**config.mk**
```make
export PLATFORM = sky130hd
export DESIGN_NAME = cpu_controller_flat
export DESIGN_NICKNAME = d
export VERILOG_FILES = /design/src/rtl/cpu_controller_if.sv /design/src/rtl/cpu_controller.sv /design/src/flat_wrapper.sv
export SDC_FILE = /design/constraint.sdc
export NUM_CORES = 1
export LEC_CHECK = 0
export CORE_MARGIN = 1.5
export CORE_UTILIZATION = 34
export DETAILED_ROUTE_END_ITERATION = 10
export HOLD_SLACK_MARGIN = 0.06
export MAX_ROUTING_LAYER = met4
export PLACE_DENSITY = 0.67
export SYNTH_ARGS = -nofsm -noshare
export SYNTH_HDL_FRONTEND = slang
export SYNTH_SLANG_ARGS = --single-unit
```
**constraint.sdc**
```tcl
create_clock -name i_clk -period 2.4 [get_ports i_clk]
set_clock_uncertainty 0.15 [all_clocks]
set_input_delay 0.48 -clock i_clk [delete_from_list [all_inputs] [get_ports i_clk]]
set_output_delay 0.48 -clock i_clk [all_outputs]
set_load 0.01 [all_outputs]
```
**src/rtl/cpu_controller_if.sv**
```systemverilog
// Control bus between the accumulator-CPU sequencer and its datapath.
// The sequencer uses the slave view; the datapath or a bench uses the master view.
interface cpu_controller_if #(
    parameter int CNT_W = 16
);
    logic [2:0]       opcode;
    logic             zero;
    logic             resume;
    logic             sel;
    logic             rd;
    logic             ld_ir;
    logic             inc_pc;
    logic             ld_pc;
    logic             ld_ac;
    logic             wr;
    logic             data_e;
    logic             halt;
    logic [2:0]       phase;
    logic [CNT_W-1:0] instr_cnt;

    modport slave (
        input  opcode, zero, resume,
        output sel, rd, ld_ir, inc_pc, ld_pc, ld_ac, wr, data_e, halt, phase, instr_cnt
    );

    modport master (
        output opcode, zero, resume,
        input  sel, rd, ld_ir, inc_pc, ld_pc, ld_ac, wr, data_e, halt, phase, instr_cnt
    );
endinterface

```
**src/rtl/cpu_controller.sv**
```systemverilog
// Eight-phase instruction sequencer for the 8-bit accumulator CPU, with a
// latched halt state and a saturating retired-instruction counter.
module cpu_controller #(
    parameter int CNT_W = 16
) (
    input logic              i_clk,
    input logic              i_rst_n,
    cpu_controller_if.slave  bus
);

    typedef enum logic [3:0] {
        S_INST_ADDR  = 4'd0,
        S_INST_FETCH = 4'd1,
        S_INST_LOAD  = 4'd2,
        S_IDLE       = 4'd3,
        S_OP_ADDR    = 4'd4,
        S_OP_FETCH   = 4'd5,
        S_ALU_OP     = 4'd6,
        S_STORE      = 4'd7,
        S_HALTED     = 4'd8
    } state_t;

    localparam logic [2:0] OP_HLT = 3'd0;
    localparam logic [2:0] OP_SKZ = 3'd1;
    localparam logic [2:0] OP_ADD = 3'd2;
    localparam logic [2:0] OP_AND = 3'd3;
    localparam logic [2:0] OP_XOR = 3'd4;
    localparam logic [2:0] OP_LDA = 3'd5;
    localparam logic [2:0] OP_STO = 3'd6;
    localparam logic [2:0] OP_JMP = 3'd7;

    localparam logic [CNT_W-1:0] CNT_MAX = '1;

    state_t           r_state;
    state_t           w_nextState;
    logic [CNT_W-1:0] r_instrCnt;

    logic w_isAlu, w_isHlt, w_isSkz, w_isSto, w_isJmp;
    logic w_retire;
    logic w_sel, w_rd, w_ldIr, w_incPc, w_ldPc, w_ldAc, w_wr, w_dataE, w_halt;

    // Unknown or illegal opcodes match no item and decode as a plain non-ALU op.
    always_comb begin
        w_isAlu = 1'b0;
        w_isHlt = 1'b0;
        w_isSkz = 1'b0;
        w_isSto = 1'b0;
        w_isJmp = 1'b0;
        case (bus.opcode)
            OP_HLT:                         w_isHlt = 1'b1;
            OP_SKZ:                         w_isSkz = 1'b1;
            OP_ADD, OP_AND, OP_XOR, OP_LDA: w_isAlu = 1'b1;
            OP_STO:                         w_isSto = 1'b1;
            OP_JMP:                         w_isJmp = 1'b1;
            default: ;
        endcase
    end

    always_ff @(posedge i_clk or negedge i_rst_n) begin
        if (!i_rst_n) begin
            r_state <= S_INST_ADDR;
        end else begin
            r_state <= w_nextState;
        end
    end

    always_comb begin
        w_nextState = S_INST_ADDR;
        case (r_state)
            S_INST_ADDR:  w_nextState = S_INST_FETCH;
            S_INST_FETCH: w_nextState = S_INST_LOAD;
            S_INST_LOAD:  w_nextState = S_IDLE;
            S_IDLE:       w_nextState = S_OP_ADDR;
            S_OP_ADDR:    w_nextState = w_isHlt ? S_HALTED : S_OP_FETCH;
            S_OP_FETCH:   w_nextState = S_ALU_OP;
            S_ALU_OP:     w_nextState = S_STORE;
            S_STORE:      w_nextState = S_INST_ADDR;
            S_HALTED:     w_nextState = bus.resume ? S_INST_ADDR : S_HALTED;
            default:      w_nextState = S_INST_ADDR;
        endcase
    end

    // HLT retires on entry to HALTED; every other opcode retires leaving STORE.
    assign w_retire = (r_state == S_STORE) || ((r_state == S_OP_ADDR) && w_isHlt);

    always_ff @(posedge i_clk or negedge i_rst_n) begin
        if (!i_rst_n) begin
            r_instrCnt <= '0;
        end else if (w_retire && (r_instrCnt != CNT_MAX)) begin
            r_instrCnt <= r_instrCnt + CNT_W'(1);
        end
    end

    always_comb begin
        w_sel   = 1'b0;
        w_rd    = 1'b0;
        w_ldIr  = 1'b0;
        w_incPc = 1'b0;
        w_ldPc  = 1'b0;
        w_ldAc  = 1'b0;
        w_wr    = 1'b0;
        w_dataE = 1'b0;
        w_halt  = 1'b0;
        case (r_state)
            S_INST_ADDR: begin
                w_sel = 1'b1;
            end
            S_INST_FETCH: begin
                w_sel = 1'b1;
                w_rd  = 1'b1;
            end
            S_INST_LOAD, S_IDLE: begin
                w_sel  = 1'b1;
                w_rd   = 1'b1;
                w_ldIr = 1'b1;
            end
            S_OP_ADDR: begin
                w_incPc = 1'b1;
                w_halt  = w_isHlt;
            end
            S_OP_FETCH: begin
                w_rd = w_isAlu;
            end
            S_ALU_OP: begin
                w_rd    = w_isAlu;
                w_incPc = w_isSkz && bus.zero;
                w_ldPc  = w_isJmp;
                w_dataE = w_isSto;
            end
            S_STORE: begin
                w_rd    = w_isAlu;
                w_ldAc  = w_isAlu;
                w_incPc = w_isJmp;
                w_ldPc  = w_isJmp;
                w_dataE = w_isSto;
                w_wr    = w_isSto;
            end
            S_HALTED: begin
                w_halt = 1'b1;
            end
            default: ;
        endcase
    end

    assign bus.sel       = w_sel;
    assign bus.rd        = w_rd;
    assign bus.ld_ir     = w_ldIr;
    assign bus.inc_pc    = w_incPc;
    assign bus.ld_pc     = w_ldPc;
    assign bus.ld_ac     = w_ldAc;
    assign bus.wr        = w_wr;
    assign bus.data_e    = w_dataE;
    assign bus.halt      = w_halt;
    assign bus.phase     = (r_state == S_HALTED) ? 3'd4 : r_state[2:0];
    assign bus.instr_cnt = r_instrCnt;

endmodule
```
**src/flat_wrapper.sv**
```systemverilog
// flat-port wrapper written by rule: the top's interface ports become plain ports
module cpu_controller_flat 
#(
    parameter int CNT_W = 16
)
  (i_clk, i_rst_n, bus_opcode, bus_zero, bus_resume, bus_sel, bus_rd, bus_ld_ir, bus_inc_pc, bus_ld_pc, bus_ld_ac, bus_wr, bus_data_e, bus_halt, bus_phase, bus_instr_cnt);
  cpu_controller_if #(.CNT_W(CNT_W)) bus_i ();
  input logic i_clk;
  input logic i_rst_n;
  input wire logic [$bits(bus_i.opcode)-1:0] bus_opcode;
  input wire logic [$bits(bus_i.zero)-1:0] bus_zero;
  input wire logic [$bits(bus_i.resume)-1:0] bus_resume;
  output wire logic [$bits(bus_i.sel)-1:0] bus_sel;
  output wire logic [$bits(bus_i.rd)-1:0] bus_rd;
  output wire logic [$bits(bus_i.ld_ir)-1:0] bus_ld_ir;
  output wire logic [$bits(bus_i.inc_pc)-1:0] bus_inc_pc;
  output wire logic [$bits(bus_i.ld_pc)-1:0] bus_ld_pc;
  output wire logic [$bits(bus_i.ld_ac)-1:0] bus_ld_ac;
  output wire logic [$bits(bus_i.wr)-1:0] bus_wr;
  output wire logic [$bits(bus_i.data_e)-1:0] bus_data_e;
  output wire logic [$bits(bus_i.halt)-1:0] bus_halt;
  output wire logic [$bits(bus_i.phase)-1:0] bus_phase;
  output wire logic [$bits(bus_i.instr_cnt)-1:0] bus_instr_cnt;
  assign bus_i.opcode = bus_opcode;
  assign bus_i.zero = bus_zero;
  assign bus_i.resume = bus_resume;
  assign bus_sel = bus_i.sel;
  assign bus_rd = bus_i.rd;
  assign bus_ld_ir = bus_i.ld_ir;
  assign bus_inc_pc = bus_i.inc_pc;
  assign bus_ld_pc = bus_i.ld_pc;
  assign bus_ld_ac = bus_i.ld_ac;
  assign bus_wr = bus_i.wr;
  assign bus_data_e = bus_i.data_e;
  assign bus_halt = bus_i.halt;
  assign bus_phase = bus_i.phase;
  assign bus_instr_cnt = bus_i.instr_cnt;
  cpu_controller #(.CNT_W(CNT_W)) u_core (.i_clk(i_clk), .i_rst_n(i_rst_n), .bus(bus_i));
endmodule
```
==> results of run 1 <==
## Yosys cell counts
| cell | n | area share (%) |
|---|---|---|
| and4b_1 | 2 | 1.6 |
| a311oi_1 | 1 | 0.70 |
| a41oi_1 | 1 | 0.70 |
| nand4bb_1 | 1 | 0.89 |
| buf_4 | 1 | 0.60 |
| o21ai_0 | 1 | 0.40 |
| xnor2_1 | 3 | 2.1 |
| a211oi_1 | 1 | 0.60 |
| mux2_4 | 1 | 1.2 |
| a21oi_1 | 2 | 0.80 |
| and3_1 | 3 | 1.5 |
| nor2_1 | 7 | 2.1 |
| buf_6 | 3 | 2.7 |
| nand3_1 | 6 | 2.4 |
| nor2_2 | 1 | 0.50 |
| ha_1 | 1 | 0.99 |
| a31oi_4 | 1 | 1.7 |
| nor3b_1 | 2 | 1.2 |
| and2_1 | 2 | 0.99 |
| a2111oi_0 | 1 | 0.70 |
| dfrtp_1 | 20 | 40 |
| mux2_2 | 2 | 1.8 |
| nor4_4 | 4 | 6.8 |
| clkbuf_1 | 3 | 0.89 |
| a21boi_0 | 1 | 0.60 |
| nor2b_1 | 1 | 0.50 |
| a21o_1 | 1 | 0.60 |
| nand4_1 | 2 | 0.99 |
| nor3_4 | 1 | 1.3 |
| nor3_1 | 8 | 3.2 |
| and4_1 | 3 | 2.1 |
| inv_1 | 2 | 0.60 |
| nand2_1 | 12 | 3.6 |
| nor4_1 | 1 | 0.50 |
| buf_2 | 2 | 0.80 |
| xor2_1 | 12 | 8.3 |
| nand2b_1 | 3 | 1.5 |
| nor4_2 | 2 | 2.0 |
## cell families after synthesis
family | Yosys count | synth area share, %
multiplexers | 3 | 2.98
AND/OR/NAND/NOR | 61 | 33.5
buffers and inverters | 11 | 5.57
adder cells (fa/ha/maj) | 1 | 0.994
AO/OA/AOI/OAI | 10 | 6.76
flip-flops | 20 | 39.8
XOR/XNOR | 15 | 10.4
## metrics by stage
stage	setup TNS [ns]	utilization [%]
floorplan	0	-
global placement	-1.70	48.6
detailed placement	-2.24	48.6
CTS	0	50.7
global route	0	51.0
finish	0	51.0
## worst paths after layout
check,from,end,cells after the start
setup reg to reg,u_core.bus.instr_cnt[0],u_core.bus.instr_cnt[2],6
setup / recovery,bus_zero,bus_inc_pc,6
hold reg to reg,u_core.bus.instr_cnt[5],u_core.bus.instr_cnt[5],1
max in group asynchronous,i_rst_n,u_core.r_state[1],2
min in group asynchronous,i_rst_n,u_core.bus.instr_cnt[7],2
hold / removal,u_core.bus.instr_cnt[5],u_core.bus.instr_cnt[5],1
## worst reg2reg max path, stage by stage, from the launching register on
cell	delay, ns
dfrtp_1	0.45
ha_1	0.27
and3_1	0.17
and4b_1	0.31
buf_4	0.21
nor3b_1	0.23
xor2_1	0.17
## state kept, by name (all words and copies together), names as in the netlist
register              cells
u_core.r_state            4
u_core.bus.instr_cnt     16
## power breakdown
part | total, mW | switching [mW] | internal (mW)
Sequential | 0.523 | 0.118 | 0.405
Combinational | 0.673 | 0.310 | 0.363
Clock | 0.336 | 0.114 | 0.223
Total | 1.53 | 0.542 | 0.991
## routing by layer
metal	wire length, um	part of all wire, %
met3	134	5.0
met4	0	0
met2	1340	50
met1	1210	45
met5	0	0
## layout make-up
cell class                      count  area [um^2]  area share (%)
Sequential cell                    20          503            28.7
Clock buffer                        3         41.3            2.35
Inverter                            2         7.51           0.428
Multi-Input combinational cell     90          693            39.5
Clock inverter                      1         30.0            1.71
Tap cell                           46         57.6            3.28
Timing Repair Buffer               43          422            24.0
## what timing repair did
action | CTS | global route
resized for setup | 10 | 5
cloned | 0 | 0
endpoints found under the setup margin | 7 | 3
==> metrics list, run 1 <==
* Status: finished clean
* Netlist area before placement: 1260 um^2
- Synthesis produced a netlist whose cell count is 121.
* Peak supply drop: 0.552 mV
- TritonCTS clock tree: yes
* Filler-free cell count of the finished design: roughly 200
- Placed cells: 201
- Fraction of final layout cells with drive strength greater than 1: roughly 17%
* Die boundary height: 63.8 um
- The clock net in this run drives a total of 20 sinks.
- Compared with the post-synthesis result, the final layout area differs by 39.4%.
* Data required time of the critical path: between 1.5 and 2 ns
- Count of pins over their slew limit: 0
* Vias per cell: between 5 and 6
* H-Tree Level Count: 1
* Number of detailed-route iterations in the first pass: 4
* Power Density: between 800 and 900 nW/um^2
- Vias after detailed routing: 1047
- Number of port buffers: 34
- The core region is 3440 um^2.
* Number of CTS-inserted buffers: 3
- Wire length of the first global-routing pass: between 4 and 5 mm
* Routed wire length: between 2 and 3 mm
* Worst slew margin relative to its limit: roughly 73%
* Initial DRC Count: 42
- DRT antenna net count: 0
- The library cell used most frequently in the layout, excluding fill and tap cells, is clkdlybuf4s50_1.
- For this design the static power due to leakage is 0.803 nW.
- The number of antenna violations at the first check in global routing was 0.
- CP Data Arrival Time: approximately 1.6 ns
* Routing layer with the top usage in global route: met2
* Worst reg-to-reg setup slack: 0.37 ns
* Number of hold violations in the final report: 0
* Commonest cells after routing, fill and taps aside: clkdlybuf4s50_1, dfrtp_1, nand2_1, xor2_1
- The congestion estimate from routability-driven global placement came to 0.803.
- Global routing used 14.6% of the available tracks across all layers.
- For this run, global-route usage on met3 was measured as 1.41%.
- Across all hold checks on the routed design, the worst slack comes to around 0.35 ns.
- Of all nets on the critical path, the largest fanout is 1.
- Seq/Total Area, Yosys: 39.8%
- Overall power consumption after layout is estimated at 1.53 mW.
* Net count after synthesis: 129
- Synthesis instantiated 38 different standard cells from the library.
- Classification of the worst setup path: primary input to output port
- In this run the worst hold path is classified as flop to flop.
* Non-Filler Cell Area, Final: 1750 um^2
- Among cell families on the critical path, the largest total delay comes from buffers and inverters.
- The tool flagged a number of max-cap violations equal to 0.
- The final layout contains around 170 nets.
* Clock-pin transition on the worst setup and hold timing paths: roughly 0.07 ns
- In the final routed layout, each cell accounts on average for between 10 and 15 um.
* Post-CTS Setup Bufs: 0
- Half-perimeter wire length of the detailed placement result: 1.98 mm
- Standard-cell row count: 21
* Total of flip-flops plus latches after synthesis: 20
- The clock reaches the later pin of the worst-skew pair after 0.26 ns.
* Number of antenna repair diodes: 0
* Endpoint type of the worst setup path: output port
- Post-Synthesis Mean Instance Area: 10.4 um^2
* Met1 Track Usage GR: 18.1%
* Clock root cell: clkbuf_8
- Setup repair after global routing left no endpoint under its margin.
- The worst path uses 94.8% of the clock period.
* Floorplan die area: 4080 um^2
- Slew at the pin closest to its max-slew limit: 0.391 ns
- After detailed routing, the number of remaining DRC violations is 0.
- Max Clk Rate: roughly 440 MHz
* Starting utilization of the core area: 36.6%
- Traced cell by cell, the critical path runs through clkdlybuf4s50_1, nand4bb_1, a21oi_1, a41oi_1, nor2_1, dlygate4sd2_1.
- Endpoints failing setup: 0
- Minimum period implied by the final worst setup slack: between 2 and 2.5 ns
- The longest clock path from root to sink contains 2 buffers.
- Number of global-route vias before repair: 1016
* Hold_buf cts: 0
* Maximum number of pins on one net before global-route repair: 21
- The die is about 64 um wide.
- Max stage delay cell, worst path: clkdlybuf4s50_1
- During I/O placement, the number of pins put on the boundary was 35.
- STA classifies the critical path startpoint as a primary input.
- Overall overflow remaining after global route: 0
- Min setup slack post-route: about 0.13 ns
* Pre-CTS setup slack: -0.351 ns
* Largest stage delay on the critical path: ~0.46 ns
- Placed inst area: ~1700 um^2
- GR Util met2: 24.7%
- Fill count: around 320
* Yosys synthesis warning count: 0
- The critical path contains buffers and inverters numbering 2 combined.
No activity file was read; power rests on OpenSTA's default activity.
==> run 2, diff against run 1 <==
--- a/config.mk
+++ b/config.mk
@@ -11,6 +11,8 @@
 export HOLD_SLACK_MARGIN = 0.06
 export MAX_ROUTING_LAYER = met4
 export PLACE_DENSITY = 0.67
+export SLEW_MARGIN = 20
 export SYNTH_ARGS = -nofsm -noshare
 export SYNTH_HDL_FRONTEND = slang
 export SYNTH_SLANG_ARGS = --single-unit
+export TNS_END_PERCENT = 50
==> results of run 2 <==
Final layout, timing and power as in run 1 (identical DEF).
==> run 3, diff against run 2 <==
--- a/config.mk
+++ b/config.mk
@@ -7,6 +7,7 @@
 export LEC_CHECK = 0
 export CORE_MARGIN = 1.5
 export CORE_UTILIZATION = 34
+export CTS_BUF_LIST = sky130_fd_sc_hd__clkbuf_16
 export DETAILED_ROUTE_END_ITERATION = 10
 export HOLD_SLACK_MARGIN = 0.06
 export MAX_ROUTING_LAYER = met4
==> constraint.sdc (replaced) <==
create_clock -name i_clk -period 2.4 [get_ports i_clk]
set_clock_uncertainty 0.15 [all_clocks]
set_input_delay 0.36 -clock i_clk [delete_from_list [all_inputs] [get_ports i_clk]]
set_output_delay 0.36 -clock i_clk [all_outputs]
set_load 0.01 [all_outputs]
==> run 3 against run 2 <==
  * First-iteration DRC count grew 19%
  * Combinational power is essentially flat
  * Non-clock buffer count is the same
  * Worst setup slack gained 0.027 ns
  * Critical path type is now flop to output port
==> metrics list, run 3 (synthesized netlist as in run 1, its figures left out) <==
* Status: finished clean
* Worst path bufs/invs: 1 (-1)
- The number of vias in the routed layout is 1042 (-0.48%).
- The share of layout cells above drive strength 1 is 15.8% (-1.2 points).
- The height of the die was 63.8 um (unchanged).
- The critical path goes through nor2_4, a211oi_1, clkdlybuf4s50_1.
- Most frequent standard cell in the layout excluding fill and tap cells: clkdlybuf4s50_1
* Clock power share: 22.0% (about the same)
* Data required time of the critical path: 1.89 ns (+0.12 ns)
- Max Clk Rate: 445 MHz (+1.2%)
- In this run the critical register-to-register path is launched from u_core.bus.instr_cnt[0].
- Commonest cells after routing, fill and taps aside: clkdlybuf4s50_1, dfrtp_1, nand2_1, xor2_1, buf_4
* Pre-CTS setup slack: -0.136 ns (+0.214 ns)
* Gpl congestion: 0.794 (-1.2%)
- The flip-flop count of the largest register, all copies and words added came to 16 (unchanged).
- Number of port buffers: 34 (unchanged)
* Number of antenna violations at the first check in global routing: 0 (unchanged)
- The floorplan core area is 3440 um^2 (unchanged).
- Logic gate share of total power: 43.7% (-0.2 points)
* Post-CTS Setup Bufs: 0 (unchanged)
- The leakage power came to 0.772 nW (-4.0%).
* Aggregate global-route resource usage: 15.8% (+1.2 points)
* Setup TNS: 0 ns (unchanged)
- The area of the die came to 4080 um^2 (unchanged).
- The CTS clock-pin slew for the worst setup and hold paths came to 0.05 ns (-0.02 ns).
- The sink count of the clock tree is 20 (unchanged).
* Max stage delay cell, worst path: clkdlybuf4s50_1
* Peak supply drop: 0.465 mV (-16%)
- Worst reg-to-reg setup slack: 0.38 ns (about the same)
* Cell type group with the largest total delay on the critical path: buffers and inverters
- The total design power was 1.53 mW (about the same).
- Setup repair after global routing left no endpoint under its margin.
- Routed wire length: 2.73 mm (+1.8%)
* NetSw: 551 uW (+1.7%)
- The count of maximum capacitance violations came to 0 (unchanged).
- Net switching fraction of the power: 35.9% (+0.59 points)
- Initial DRC Count: 50 (+19%)
* Maximum net fanout on the critical path: 10 (+9)
* Number of detailed-route iterations in the first pass: 4 (unchanged)
- The detail-routed net length per standard cell was 13.4 um (+2.3%).
- The final standard cell utilization of the core is 50.7% (-0.29 points).
- The sequential group share of total power was 34.3% (+0.2 points).
- Number of global-route vias before repair: 1050 (+3.3%)
* CP Data Arrival Time: 1.74 ns (+0.10 ns)
- The number of CTS-inserted buffers is 3 (unchanged).
- The average via count per standard cell is 5.11 (about the same).
- The maximum buffer depth of the clock tree is 2 (unchanged).
* Clock latency on the worst-skew pair: 0.25 ns (about the same)
- TritonCTS built the clock tree.
- Io pins: 35 (unchanged)
- The number of cells upsized or downsized after cts was 3 (-7).
- Clock root cell: clkbuf_16
- Power Density: 879 nW/um^2 (+0.63%)
- Half-perimeter wire length of the detailed placement result: 2.05 mm (+3.5%)
- The total congestion overflow after global routing was 0 (unchanged).
- Relative to the synthesized area, the layout overhead comes to 38.6%.
* Number of hold violations in the final report: 0 (unchanged)
- The worst setup path is captured at an output port.
* Minimum period implied by the final worst setup slack: 2.25 ns (-0.0268 ns)
- Min setup slack post-route: 0.152 ns (+0.0268 ns)
* End of the worst register-to-register path: u_core.bus.instr_cnt[2]
- Path type of the worst min-delay path: primary input to asynchronous set/reset pin
- The worst setup path is of the flop to output port kind.
- The number of levels the H-tree was split into came to 1 (unchanged).
- The slew at the pin with the worst max-slew slack is 0.435 ns (+0.0446 ns).
* Worst slew margin relative to its limit: 70.2% (-3.0 points)
* Category of the worst setup path launch point: flop
- Cell-internal power: 983 uW (-0.85%)
- DRT antenna net count: 0 (unchanged)
- Standard-cell row count: 21 (unchanged)
* Die X: 63.8 um (unchanged)
- The initial core utilization was 36.6% (unchanged).
- Endpoints failing setup: 0 (unchanged)
- Count of pins over their slew limit: 0 (unchanged)
- The cell count of the worst reg-to-reg path is 6 (unchanged).
- Portion of the clock cycle consumed by the worst path in the final layout: 93.7% (-1.1 points)
* Hold_buf cts: 0 (unchanged)
* Wire length of the first global-routing pass: 4.87 mm (+3.4%)
- The pin count of the biggest net entering global routing came to 21 (unchanged).
* Final net count: 168 (unchanged)
- The delay of the slowest cell on the worst path came to 0.58 ns (+0.12 ns).
- Count of unresolved DRC violations after routing: 0 (unchanged)
- The antenna diode count was 0 (unchanged).
run 3: cell count changes in the layout (fill, tap and decap cells not counted), moves of 2 or more:
cell             before  now
clkbuf_16             0    3
clkbuf_8              3    0
clkdlybuf4s15_1       2    0
clkdlybuf4s50_1      24   29
dlygate4sd2_1         5    3
run 3: area by class of cell:
| cell class | count | area [um^2] |
|---|---|---|
| clock buffer | 3 | 75.1 |
| fill | 303 | 1700 |
| inverter | 2 | 7.51 |
| multi-input combinational | 90 | 693 |
| sequential | 20 | 502 |
| tap | 46 | 57.6 |
| timing repair buffer | 43 | 409 |
run 3: worst max path at each step:
stage,slack [ns],startpoint,endpoint,depth (start not counted)
after CTS,0.05,u_core.r_state[1],bus_halt,3
after global placement,-0.04,bus_opcode[1],bus_inc_pc,6
after global routing,0.05,u_core.r_state[0],bus_ld_ac,3
after floorplan,0.46,u_core.bus.instr_cnt[0],u_core.bus.instr_cnt[1],6
final,0.15,u_core.r_state[0],bus_rd,3
after detailed placement,-0.14,bus_opcode[1],bus_inc_pc,6
run 3: power groups by stage:
| stage | Clock, mW | Combinational (mW) | Sequential [mW] |
|---|---|---|---|
| floorplan | 0 | 0.415 | 0.480 |
| global placement | 0 | 0.662 | 0.517 |
| detailed placement | 0 | 0.674 | 0.528 |
| CTS | 0.349 | 0.672 | 0.522 |
| global route | 0.369 | 0.730 | 0.546 |
| finish | 0.338 | 0.670 | 0.526 |
run 3: layer usage:
metal	vias to the layer above	global-route usage (%)	wire, um
li1	508	-	-
met1	487	18.6	1230
met2	41	24.5	1270
met3	6	2.29	139
met4	0	11.4	93
met5	-	-	0
run 3: worst reg2reg max path, stage by stage, from the launching register on:
cell and delay [ns]:
dfrtp_1 0.44, ha_1 0.27, and3_1 0.16, and4b_1 0.30, buf_4 0.21, nor3b_1 0.23
xor2_1 0.17
run 3: through the flow:
stage / instances / cell area [um^2] / hold slack (ns)
2_1_floorplan: 121 / 1260 / -0.0856
3_3_place_gp: 201 / 1660 / 0.326
3_5_place_dp: 201 / 1660 / 0.339
4_1_cts: 204 / 1730 / 0.307
6_report: 204 / 1740 / 0.301
5_1_grt: 204 / 1740 / 0.318
